===== config.mk =====
export PLATFORM = sky130hd
export DESIGN_NAME = ifetch_unit
export DESIGN_NICKNAME = d
export VERILOG_FILES = /design/src/rtl/ifetch_unit.sv
export SDC_FILE = /design/constraint.sdc
export NUM_CORES = 1
export LEC_CHECK = 0
export BUFFER_PORTS_ARGS = -buffer_cell sky130_fd_sc_hd__buf_2
export CORE_MARGIN = 5
export CORE_UTILIZATION = 50
export CTS_BUF_LIST = sky130_fd_sc_hd__clkbuf_16
export DETAILED_ROUTE_END_ITERATION = 7
export PLACE_DENSITY = 0.79
export SYNTH_ARGS = -nofsm -noshare
export SYNTH_HDL_FRONTEND = slang
export SYNTH_SLANG_ARGS = --single-unit

===== constraint.sdc =====
create_clock -name i_clk -period 2.65 [get_ports i_clk]
set_input_delay 0.3975 -clock i_clk [delete_from_list [all_inputs] [get_ports i_clk]]
set_output_delay 0.3975 -clock i_clk [all_outputs]
set_load 0.005 [all_outputs]

===== src/rtl/ifetch_unit.sv =====
// Instruction fetch stage: owns the PC, drives the imem address, and queues fetched
// words with their PCs in a 2-entry buffer toward decode, with redirect and fault handling.
module ifetch_unit #(
    parameter logic [31:0] RESET_PC   = 32'h0000_0000,
    parameter int unsigned IMEM_DEPTH = 512
) (
    input  logic        i_clk,
    input  logic        i_reset,
    input  logic        i_redirect_valid,
    input  logic [31:0] i_redirect_pc,
    output logic [31:0] o_imem_addr,
    input  logic [31:0] i_imem_rdata,
    output logic        o_inst_valid,
    input  logic        i_inst_ready,
    output logic [31:0] o_inst,
    output logic [31:0] o_inst_pc,
    output logic        o_fault,
    output logic [1:0]  o_fault_cause,
    output logic [31:0] o_fault_pc
);

    typedef enum logic [1:0] {
        ST_IDLE  = 2'b00,
        ST_FETCH = 2'b01,
        ST_FAULT = 2'b10
    } state_e;

    localparam logic [30:0] DEPTH_W    = 31'(IMEM_DEPTH);
    localparam logic [1:0]  CAUSE_NONE = 2'b00;
    localparam logic [1:0]  CAUSE_MIS  = 2'b01;
    localparam logic [1:0]  CAUSE_OOR  = 2'b10;

    // Misalignment wins over range; a PC reached by wrapping past 2^32 is never legal.
    function automatic logic [1:0] pc_cause(input logic [31:0] pc, input logic wrapped);
        logic [1:0] cause;
        if (pc[1:0] != 2'b00) begin
            cause = CAUSE_MIS;
        end else if (wrapped || ({1'b0, pc[31:2]} >= DEPTH_W)) begin
            cause = CAUSE_OOR;
        end else begin
            cause = CAUSE_NONE;
        end
        return cause;
    endfunction

    state_e      state_q, state_d;
    logic [31:0] pc_q, pc_d;
    logic        wrap_q, wrap_d;
    logic [1:0]  count_q, count_d;
    logic [31:0] head_inst_q, head_inst_d;
    logic [31:0] head_pc_q, head_pc_d;
    logic [31:0] tail_inst_q, tail_inst_d;
    logic [31:0] tail_pc_q, tail_pc_d;
    logic        fault_q, fault_d;
    logic [1:0]  cause_q, cause_d;
    logic [31:0] fault_pc_q, fault_pc_d;

    logic        redirect_s;
    logic        pop_s;
    logic        fetch_s;
    logic [1:0]  cur_cause_s;
    logic [1:0]  tgt_cause_s;
    logic [32:0] pc_inc_s;

    // Redirects only take effect once the fetch engine has left IDLE.
    always_comb begin
        redirect_s  = i_redirect_valid && (state_q != ST_IDLE);
        pop_s       = (count_q != 2'd0) && i_inst_ready;
        cur_cause_s = pc_cause(pc_q, wrap_q);
        tgt_cause_s = pc_cause(i_redirect_pc, 1'b0);
        pc_inc_s    = {1'b0, pc_q} + 33'd4;
        fetch_s     = (state_q == ST_FETCH) && !redirect_s && (cur_cause_s == CAUSE_NONE)
                      && ((count_q != 2'd2) || pop_s);
    end

    // Next-state, PC and fault register logic.
    always_comb begin
        state_d    = state_q;
        pc_d       = pc_q;
        wrap_d     = wrap_q;
        fault_d    = fault_q;
        cause_d    = cause_q;
        fault_pc_d = fault_pc_q;
        if (redirect_s) begin
            pc_d   = i_redirect_pc;
            wrap_d = 1'b0;
            if (tgt_cause_s == CAUSE_NONE) begin
                state_d = ST_FETCH;
                fault_d = 1'b0;
                cause_d = CAUSE_NONE;
            end else begin
                state_d    = ST_FAULT;
                fault_d    = 1'b1;
                cause_d    = tgt_cause_s;
                fault_pc_d = i_redirect_pc;
            end
        end else begin
            case (state_q)
                ST_IDLE: begin
                    state_d = ST_FETCH;
                end
                ST_FETCH: begin
                    if (cur_cause_s != CAUSE_NONE) begin
                        state_d    = ST_FAULT;
                        fault_d    = 1'b1;
                        cause_d    = cur_cause_s;
                        fault_pc_d = pc_q;
                    end else if (fetch_s) begin
                        pc_d   = pc_inc_s[31:0];
                        wrap_d = wrap_q | pc_inc_s[32];
                    end else begin
                        pc_d = pc_q;
                    end
                end
                ST_FAULT: begin
                    state_d = ST_FAULT;
                end
                default: begin
                    state_d = ST_IDLE;
                end
            endcase
        end
    end

    // Two-entry buffer: head feeds the outputs, tail backs it up when decode stalls.
    always_comb begin
        count_d     = count_q;
        head_inst_d = head_inst_q;
        head_pc_d   = head_pc_q;
        tail_inst_d = tail_inst_q;
        tail_pc_d   = tail_pc_q;
        if (redirect_s) begin
            count_d = 2'd0;
        end else begin
            case (count_q)
                2'd0: begin
                    if (fetch_s) begin
                        head_inst_d = i_imem_rdata;
                        head_pc_d   = pc_q;
                        count_d     = 2'd1;
                    end else begin
                        count_d = 2'd0;
                    end
                end
                2'd1: begin
                    if (fetch_s && pop_s) begin
                        head_inst_d = i_imem_rdata;
                        head_pc_d   = pc_q;
                    end else if (fetch_s) begin
                        tail_inst_d = i_imem_rdata;
                        tail_pc_d   = pc_q;
                        count_d     = 2'd2;
                    end else if (pop_s) begin
                        count_d = 2'd0;
                    end else begin
                        count_d = 2'd1;
                    end
                end
                2'd2: begin
                    if (pop_s) begin
                        head_inst_d = tail_inst_q;
                        head_pc_d   = tail_pc_q;
                        if (fetch_s) begin
                            tail_inst_d = i_imem_rdata;
                            tail_pc_d   = pc_q;
                        end else begin
                            count_d = 2'd1;
                        end
                    end else begin
                        count_d = 2'd2;
                    end
                end
                default: begin
                    count_d = 2'd0;
                end
            endcase
        end
    end

    // State register bank.
    always_ff @(posedge i_clk or negedge i_reset) begin
        if (!i_reset) begin
            state_q     <= ST_IDLE;
            pc_q        <= RESET_PC;
            wrap_q      <= 1'b0;
            count_q     <= 2'd0;
            head_inst_q <= 32'h0000_0000;
            head_pc_q   <= 32'h0000_0000;
            tail_inst_q <= 32'h0000_0000;
            tail_pc_q   <= 32'h0000_0000;
            fault_q     <= 1'b0;
            cause_q     <= CAUSE_NONE;
            fault_pc_q  <= 32'h0000_0000;
        end else begin
            state_q     <= state_d;
            pc_q        <= pc_d;
            wrap_q      <= wrap_d;
            count_q     <= count_d;
            head_inst_q <= head_inst_d;
            head_pc_q   <= head_pc_d;
            tail_inst_q <= tail_inst_d;
            tail_pc_q   <= tail_pc_d;
            fault_q     <= fault_d;
            cause_q     <= cause_d;
            fault_pc_q  <= fault_pc_d;
        end
    end

    assign o_imem_addr   = pc_q;
    assign o_inst_valid  = (count_q != 2'd0);
    assign o_inst        = head_inst_q;
    assign o_inst_pc     = head_pc_q;
    assign o_fault       = fault_q;
    assign o_fault_cause = cause_q;
    assign o_fault_pc    = fault_pc_q;

endmodule


Yosys cells after proc, flatten, opt, wreduce, memory -nomap -nowiden --
Cells that the tools add are included.
Word-level totals: bits in registers 200, input port bits 68, output and inout bits 132, logic and storage cells 111
Operators by class: add/subtract/negate cells 1, magnitude comparators 2, equal/unequal tests 14, muxes and demuxes 52, bitwise logic cells 2, reductions and logical operators 29
Operators with widths (count):
- 2-to-1 mux 32 bit | 20
- one-hot mux 32 bit (3 select lines) | 2
- one-hot mux 32 bit (2 select lines) | 2
- greater-or-equal comparator 30 x 10 -> 1 bit (second input constant) | 2
- adder 32 x 3 -> 33 bit (second input constant) | 1
- 2-to-1 mux 2 bit | 16
- nonzero test 2 bit | 9
- != test 2 bit (second input constant) | 7
- one-hot mux 2 bit (3 select lines) | 2
- 2-to-1 mux 1 bit | 10
- logical NOT 2 bit | 4
- logical AND 1 bit | 6
- AND reduction 3 bit | 2
- AND reduction 5 bit | 1
- equality test 2 x 1 -> 1 bit (second input constant) | 2
- equality test 2 bit (second input constant) | 2
- != test 4 bit (second input constant) | 1
- AND reduction 2 bit | 2
- AND reduction 4 bit | 1
- != test 3 x 2 -> 1 bit (second input constant) | 1
- != test 3 bit (second input constant) | 1
- nonzero test 3 bit | 1
- logical OR 1 bit | 2
- logical NOT 1 bit | 1
- 2 further kinds | 2

Longest topological paths before layout --
Gate-level depths: netlist of the first run.
depth in word-level cells 11, depth in mapped cells 9, depth with buffers taken out 7

Worst setup path before layout of the first run --
OpenSTA, ideal clock, no wires.
path kind flip-flop to flip-flop, from register state_q[1], to register fault_pc_q[0], in the netlist o_fault_pc[0], setup time 125 ps, arrival time 2150 ps, data required time 2525 ps, slack 375 ps, cell stages (with the launch flop) 9, path buffers 1, clock period less this slack 2275 ps, path through dfrtp_1 inv_1 ha_1 nand2b_1 or3_1 nor4_2 nor2_1 buf_2 mux2_2
On the way: cells in the longest elaborated chain, start to end 4, elaborated cells on any way between the ends 8, classes of those cells eq/ne (2); mux (1); reduce/logical (5)
Ends and longest elaborated chain:
- start: declaration | line 46 | state_e state_q, state_d;
- start signal: assignment | line 195 | state_q <= state_d;
- nonzero test 2 bit | line 67 | redirect_s = i_redirect_valid && (state_q != ST_IDLE);
- logical AND 1 bit | line 67
- != test 2 bit (no line) / nonzero test 2 bit (equally long branches)
- AND reduction 3 bit (no line)
- end signal: assignment | line 205 | fault_pc_q <= fault_pc_d;
- end: declaration | line 56 | logic [31:0] fault_pc_q, fault_pc_d;
Several ways; a longest one is shown, not always the timed one. A chain may end at the register's enable or synchronous reset.

Final worst setup path of the first run --
from register state_q[1], to register fault_pc_q[31], in the netlist o_fault_pc[31]
Same word-level chain as after synthesis.

==> impl_metrics.yaml, run 1 <==
status:
  status: "finished clean"
cells_and_area:
  n_fill_cell: 1526
  layout-drive-gt1-share_pct: 36.9
  antennaDiodeCount: 0
  layout.nets: 1143
  design_area_mm2: 0.0110
  syn_to_final_growth_pct: 21.2
worst_setup_path:
  slowest_delay_ns: 0.43
  path_class: "reg2reg"
  cp_slowest_cell: "dfrtp_1"
  cp-end-kind: "register"
  cp_max_fo: 19
  arrival_ns: 2.81
  start_kind: "register"
  path_cells: "inv_1 > ha_1 > nand2b_1 > or3_1 > nor4_2 > nor2_2 > buf_4 > mux2_2"
  cp.required_ns: 2.96
detailed_routing:
  ant_nets: 0
  first_pass_iters: 5
  wl_per_cell_um: 17.1
  remaining_drc_errors: 0
  drt_iter0_drc: 427
  viasPerCell: 5.35
  routed_wl_um: 22500
  dr_total_vias: 7021
timing:
  slew_headroom_pct: 18.2
  clock_skew_ns: 0.00825
  timing.final.crit_share_pct: 94.1
  slew_violations: 0
  grt_setup_unrepaired: "no"
  max_freq_ghz: 0.401
  whs_ns: 0.192
  worstMarginPinSlew_ns: 1.23
  finalCriticalPeriod_ns: 2.49
  hold_violations: 0
  tns_ns: 0
  final-setup-viol-count: 0
yosys:
  ys_top_cells_by_area: "dfrtp_1, mux2_2, nand2_1"
  ys_seq_elements: 200
  async_reset_ff_share_pct: 100
  syn_area_per_cell_um2: 10.3
  syn_inst: 876
  synth_largest_area_cell: "dfrtp_1"
  yosysSeqAreaShare_pct: 55.3
  synth_cell_type_count: 46
  yosys_warnings: 0
  synth_fp_nets: 948
  yosysTopAreaCellShare_pct: 55.3
  ys.flop_type: "dfrtp_1"
  synthesis.area_mm2: 0.00904
  synth_edf_count: 0
clocking:
  htree_levels: 4
  cts.repair.resized: 0
  clockBufferDepth: 2
  path_clk_slew_ns: 0.08
  cts_tree: "built"
  insertion_delay_ns: 0.43
  cts_hold_buf: 1
  cts_sinks: 200
  root_buffer: "clkbuf_16"
  cts_setup_buffers: 0
  numCtsBuffers: 17
global_routing:
  antenna_found_initial: 0
  grt_use_total_pct: 22.2
  grt_max_degree: 84
  grt_pass1_vias: 7120
  grt_pass1_wl_um: 36500
  gr-total-overflow: 0
pwr:
  p_per_area_mw_per_mm2: 753
  leakage_nw: 6.00
  irDropWorstVdd_uv: 476
placed_design:
  gp_congestion: 0.917
  placed_area_mm2: 0.0104
  hpwl_um: 15600
  portBuffers: 199
floorplanning:
  pin_count: 200
  dieArea_mm2: 0.0209
  start_util_pct: 50.5
  rows: 49
  design.core.area_mm2: 0.0179
  die_y_um: 144
  die_w_um: 144
flow_run:
  maxCapViolations: 0
hold_path:
  hold_class: "in2reg"
[logic make-up (layout without fill, tap and decap cells)]
group | after synthesis | after routing | synth area share, %
DFF | 200 | 200 | 55.3
muxes | 141 | 141 | 17.5
and+or+nand+nor | 421 | 421 | 19.7
adders and majority gates | 4 | 4 | 0.553
AOI/OAI and AO/OA | 56 | 56 | 4.16
buffers and inverters | 54 | 262 | 2.71
[worst max-delay path, delay by kind of cell (launching register included)]
family	cells	cell delay (ns)
buffers and inverters	2	0.35
flip-flops	1	0.43
adder cells (fa/ha/maj)	1	0.25
multiplexers	1	0.30
AND/OR/NAND/NOR	4	1.05
[state kept, by name, indices dropped and copies added (netlist names)]
register / count
count_q: 2
state_q: 2
tail_inst_q: 32
o_fault: 1
o_inst_pc: 32
o_inst: 32
o_fault_cause: 2
o_imem_addr: 32
o_fault_pc: 32
tail_pc_q: 32
wrap_q: 1
[per-layer routing]
metal	part of all wire [%]	global-route usage, %	up-vias
met5	0	0	-
li1	-	-	3307
met1	44	30.8	3416
met4	1.9	7.27	0
met3	6.5	4.86	43
met2	47	34.8	255
[synth_stat cells, drive strengths merged, types with 4 or more instances]
cell type	instances
nand2	338
dfrtp	200
mux2	139
clkbuf	29
nor2b	27
buf	17
o21ai	16
nor4	14
a21oi	11
nor2	10
nor3	9
inv	8
nand3	6
o22ai	5
ha	4
o31a	4
[through the flow]
stage	total power, mW	instances	util, %	setup WS [ns]
6_report	8.25	1313	61.2	0.156
5_1_grt	8.74	1313	61.2	0.0101
4_1_cts	8.33	1313	61.2	0.137
3_5_place_dp	5.79	1280	58.0	0.154
3_3_place_gp	5.74	1280	58.0	0.163
2_1_floorplan	4.80	876	-	0.375
[final timing paths]
check                                       startpoint                     endpoint  slack, ns  depth (start not counted)
worst max-delay path            state_q[1]$_DFFE_PN0P_   o_fault_pc[31]$_DFFE_PN0P_       0.16                          8
worst min-delay path                 i_redirect_pc[12]  o_imem_addr[12]$_DFFE_PN0P_       0.19                          3
worst max register to register  state_q[1]$_DFFE_PN0P_   o_fault_pc[31]$_DFFE_PN0P_       0.16                          8
worst min register to register     o_fault$_DFFE_PN0P_          o_fault$_DFFE_PN0P_       0.48                          1
max in group asynchronous                      i_reset  o_imem_addr[29]$_DFFE_PN0P_       1.34                          3
min in group asynchronous                      i_reset       o_inst[26]$_DFFE_PN0P_       0.49                          2
[power breakdown]
part           internal, mW  switching, mW  leakage (nW)  total [mW]
registers              3.46          0.404          2.66        3.86
clock network          1.32           1.19         0.279        2.51
logic                 0.857           1.02          3.06        1.88
total                  5.64           2.62          6.00        8.25
[placed cells by master, fill, tap and decap left out, types with 11 or more instances in the layout]
cell	n
a21oi_1	11
buf_2	198
buf_4	17
clkbuf_16	17
dfrtp_1	200
mux2_2	136
nand2_1	338
nor2b_1	25
nor4_1	13
o21ai_0	14
[final cells by class]
class	instances	area (um^2)	share of cell area (%)
clock buffer	17	425	3.88
clock inverter	15	146	1.34
inverter	8	30.0	0.274
multi-input combinational	622	3830	34.9
sequential	200	5000	45.6
tap	229	287	2.61
timing repair buffer	222	1240	11.3
Note: power is estimated with default switching activity, not from simulation.
==> inputs of run 2 (changes only) <==
--- a/config.mk
+++ b/config.mk
@@ -6,10 +6,12 @@
 export NUM_CORES = 1
 export LEC_CHECK = 0
 export BUFFER_PORTS_ARGS = -buffer_cell sky130_fd_sc_hd__buf_2
+export CORE_ASPECT_RATIO = 0.7
 export CORE_MARGIN = 5
 export CORE_UTILIZATION = 50
 export CTS_BUF_LIST = sky130_fd_sc_hd__clkbuf_16
 export DETAILED_ROUTE_END_ITERATION = 7
+export GPL_TIMING_DRIVEN = 0
 export PLACE_DENSITY = 0.79
 export SYNTH_ARGS = -nofsm -noshare
 export SYNTH_HDL_FRONTEND = slang
==> impl_metrics.yaml, run 2 (synthesis results as in run 1) <==
status:
  status: "complete, but fails checks"
  violations: "negative hold slack"
cells_and_area:
  design_area_mm2: 0.0111
  layout_common_cells: "nand2_1, buf_2, dfrtp_1"
  n_fill_cell: 1516
  layout.nets: 1171
  stdcell_count: 1347
  layout_commonest_cell: "nand2_1"
  layout-drive-gt1-share_pct: 35.6
  antennaDiodeCount: 0
  syn_to_final_growth_pct: 22.3
floorplanning:
  pin_count: 200
  rows: 41
  start_util_pct: 50.5
  dieArea_mm2: 0.0209
  die_y_um: 123
  die_w_um: 171
  design.core.area_mm2: 0.0179
pwr:
  irDropWorstVdd_uv: 409
  leakage_nw: 6.03
  power_mw: 8.38
  seqPwrFrac_pct: 46.5
  clkPwrFrac_pct: 31.3
  comb_power_share_pct: 22.2
  netSwitchingFraction_pct: 31.3
  intPower_mw: 5.76
  switchingPower_mw: 2.62
  p_per_area_mw_per_mm2: 757
worst_setup_path:
  cp-end-kind: "register"
  slowest_delay_ns: 0.43
  path_class: "reg2reg"
  cp.required_ns: 2.97
  cp_slowest_cell: "dfrtp_1"
  cp_max_fo: 10
  reg2reg_to: "o_inst[4]$_DFFE_PN0P_"
  arrival_ns: 2.83
  rrSetupSlack_ns: 0.13
  ff2ff_path_depth: 9
  path_cells: "inv_1 > ha_1 > nor2b_1 > clkbuf_4 > nor3_1 > a32oi_4 > buf_4 > buf_2 > mux2_2"
  reg2reg_from: "state_q[1]$_DFFE_PN0P_"
  start_kind: "register"
global_routing:
  gr-total-overflow: 0
  antenna_found_initial: 0
  grt_max_degree: 108
  grt_pass1_wl_um: 39200
  grt_use_total_pct: 24.0
  grt_pass1_vias: 7274
timing:
  worstMarginPinSlew_ns: 0.845
  final-setup-viol-count: 0
  tns_ns: 0
  setup_ws_ns: 0.132
  timing.final.crit_share_pct: 95.0
  clock_skew_ns: 0.0104
  whs_ns: -0.00583
  slew_headroom_pct: 43.7
  max_freq_ghz: 0.397
  grt_setup_unrepaired: "no"
  slew_violations: 0
  hold_violations: 1
  finalCriticalPeriod_ns: 2.52
clocking:
  cts_tree: "built"
  root_buffer: "clkbuf_16"
  path_clk_slew_ns: 0.07
  numCtsBuffers: 17
  cts_hold_buf: 0
  clockBufferDepth: 2
  insertion_delay_ns: 0.43
  cts_sinks: 200
  htree_levels: 4
detailed_routing:
  wl_met1_um: 11300
  top_layer: "met4"
  first_pass_iters: 5
  remaining_drc_errors: 0
  drt_iter0_drc: 568
  wl_met2_um: 10700
  wl_per_cell_um: 18.3
  wl_met3_um: 2290
  viasPerCell: 5.39
  ant_nets: 0
  dr_total_vias: 7260
  routed_wl_um: 24600
placed_design:
  place_ws_ns: -0.290
  gp_congestion: 0.915
  placed_cells: 1311
  placed_area_mm2: 0.0104
  hpwl_um: 17900
  portBuffers: 198
flow_run:
  maxCapViolations: 0
hold_path:
  hold_class: "in2async"
[run 2: worst max-delay path by stage]
stage                                startpoint                   endpoint  slack [ns]  depth (start not counted)
global route             state_q[1]$_DFFE_PN0P_      o_inst[4]$_DFFE_PN0P_        0.04                          9
CTS                 o_imem_addr[26]$_DFFE_PN0P_  o_fault_pc[2]$_DFFE_PN0P_        0.05                          6
detailed placement  o_imem_addr[15]$_DFFE_PN0P_  tail_pc_q[19]$_DFFE_PN0P_       -0.29                          6
finish                   state_q[1]$_DFFE_PN0P_      o_inst[4]$_DFFE_PN0P_        0.13                          9
floorplan                state_q[1]$_DFFE_PN0P_  o_fault_pc[0]$_DFFE_PN0P_        0.37                          8
global placement                        i_reset      o_inst[4]$_DFFE_PN0P_       -2.21                          1
[run 2: final cells by class]
cell class / count / area [um^2] / area share (%)
Buffer: 45 / 226 / 2.05
Clock buffer: 17 / 425 / 3.84
Clock inverter: 14 / 159 / 1.44
Inverter: 8 / 30.0 / 0.271
Multi-Input combinational cell: 622 / 3840 / 34.7
Sequential cell: 200 / 5000 / 45.2
Tap cell: 236 / 295 / 2.67
Timing Repair Buffer: 205 / 1090 / 9.82
[run 2: worst max-delay path: cells and delay by family, from the launching register on]
kind / cells / cell delay (ns)
multiplexers: 1 / 0.37
adder cells (fa/ha/maj): 1 / 0.22
AND/OR/NAND/NOR: 2 / 0.33
buffers and inverters: 4 / 0.83
AO/OA/AOI/OAI: 1 / 0.23
flip-flops: 1 / 0.43
[run 2: metal layers]
metal / vias to the layer above / GRT usage, %
met1: 3577 / 35.1
met3: 30 / 7.15
met2: 290 / 35.9
met4: 0 / 4.99
met5: - / 0
li1: 3363 / -
[run 2: timing repair]
| item | 4_1_cts | 5_1_grt |
|---|---|---|
| gates resized for setup | 7 | 8 |
| setup endpoints to repair | 150 | 143 |
| setup buffers | 3 | 3 |
| hold endpoints to repair | 0 | 0 |
| pin swaps | 2 | 2 |
[run 2: power by group through the flow]
stage	clock network, mW	registers, mW	logic (mW)
after detailed placement	0	3.93	1.85
final	2.62	3.89	1.86
after CTS	2.66	3.88	1.86
after floorplan	0	3.85	0.949
after global routing	2.78	3.95	2.09
after global placement	0	3.91	1.79
[run 2: stage by stage]
step	hold slack (ns)	util, %
2_1_floorplan	0.102	-
3_3_place_gp	0.466	57.7
3_5_place_dp	0.476	57.9
4_1_cts	0.0591	61.5
5_1_grt	0.0914	61.8
6_report	-0.00583	61.8
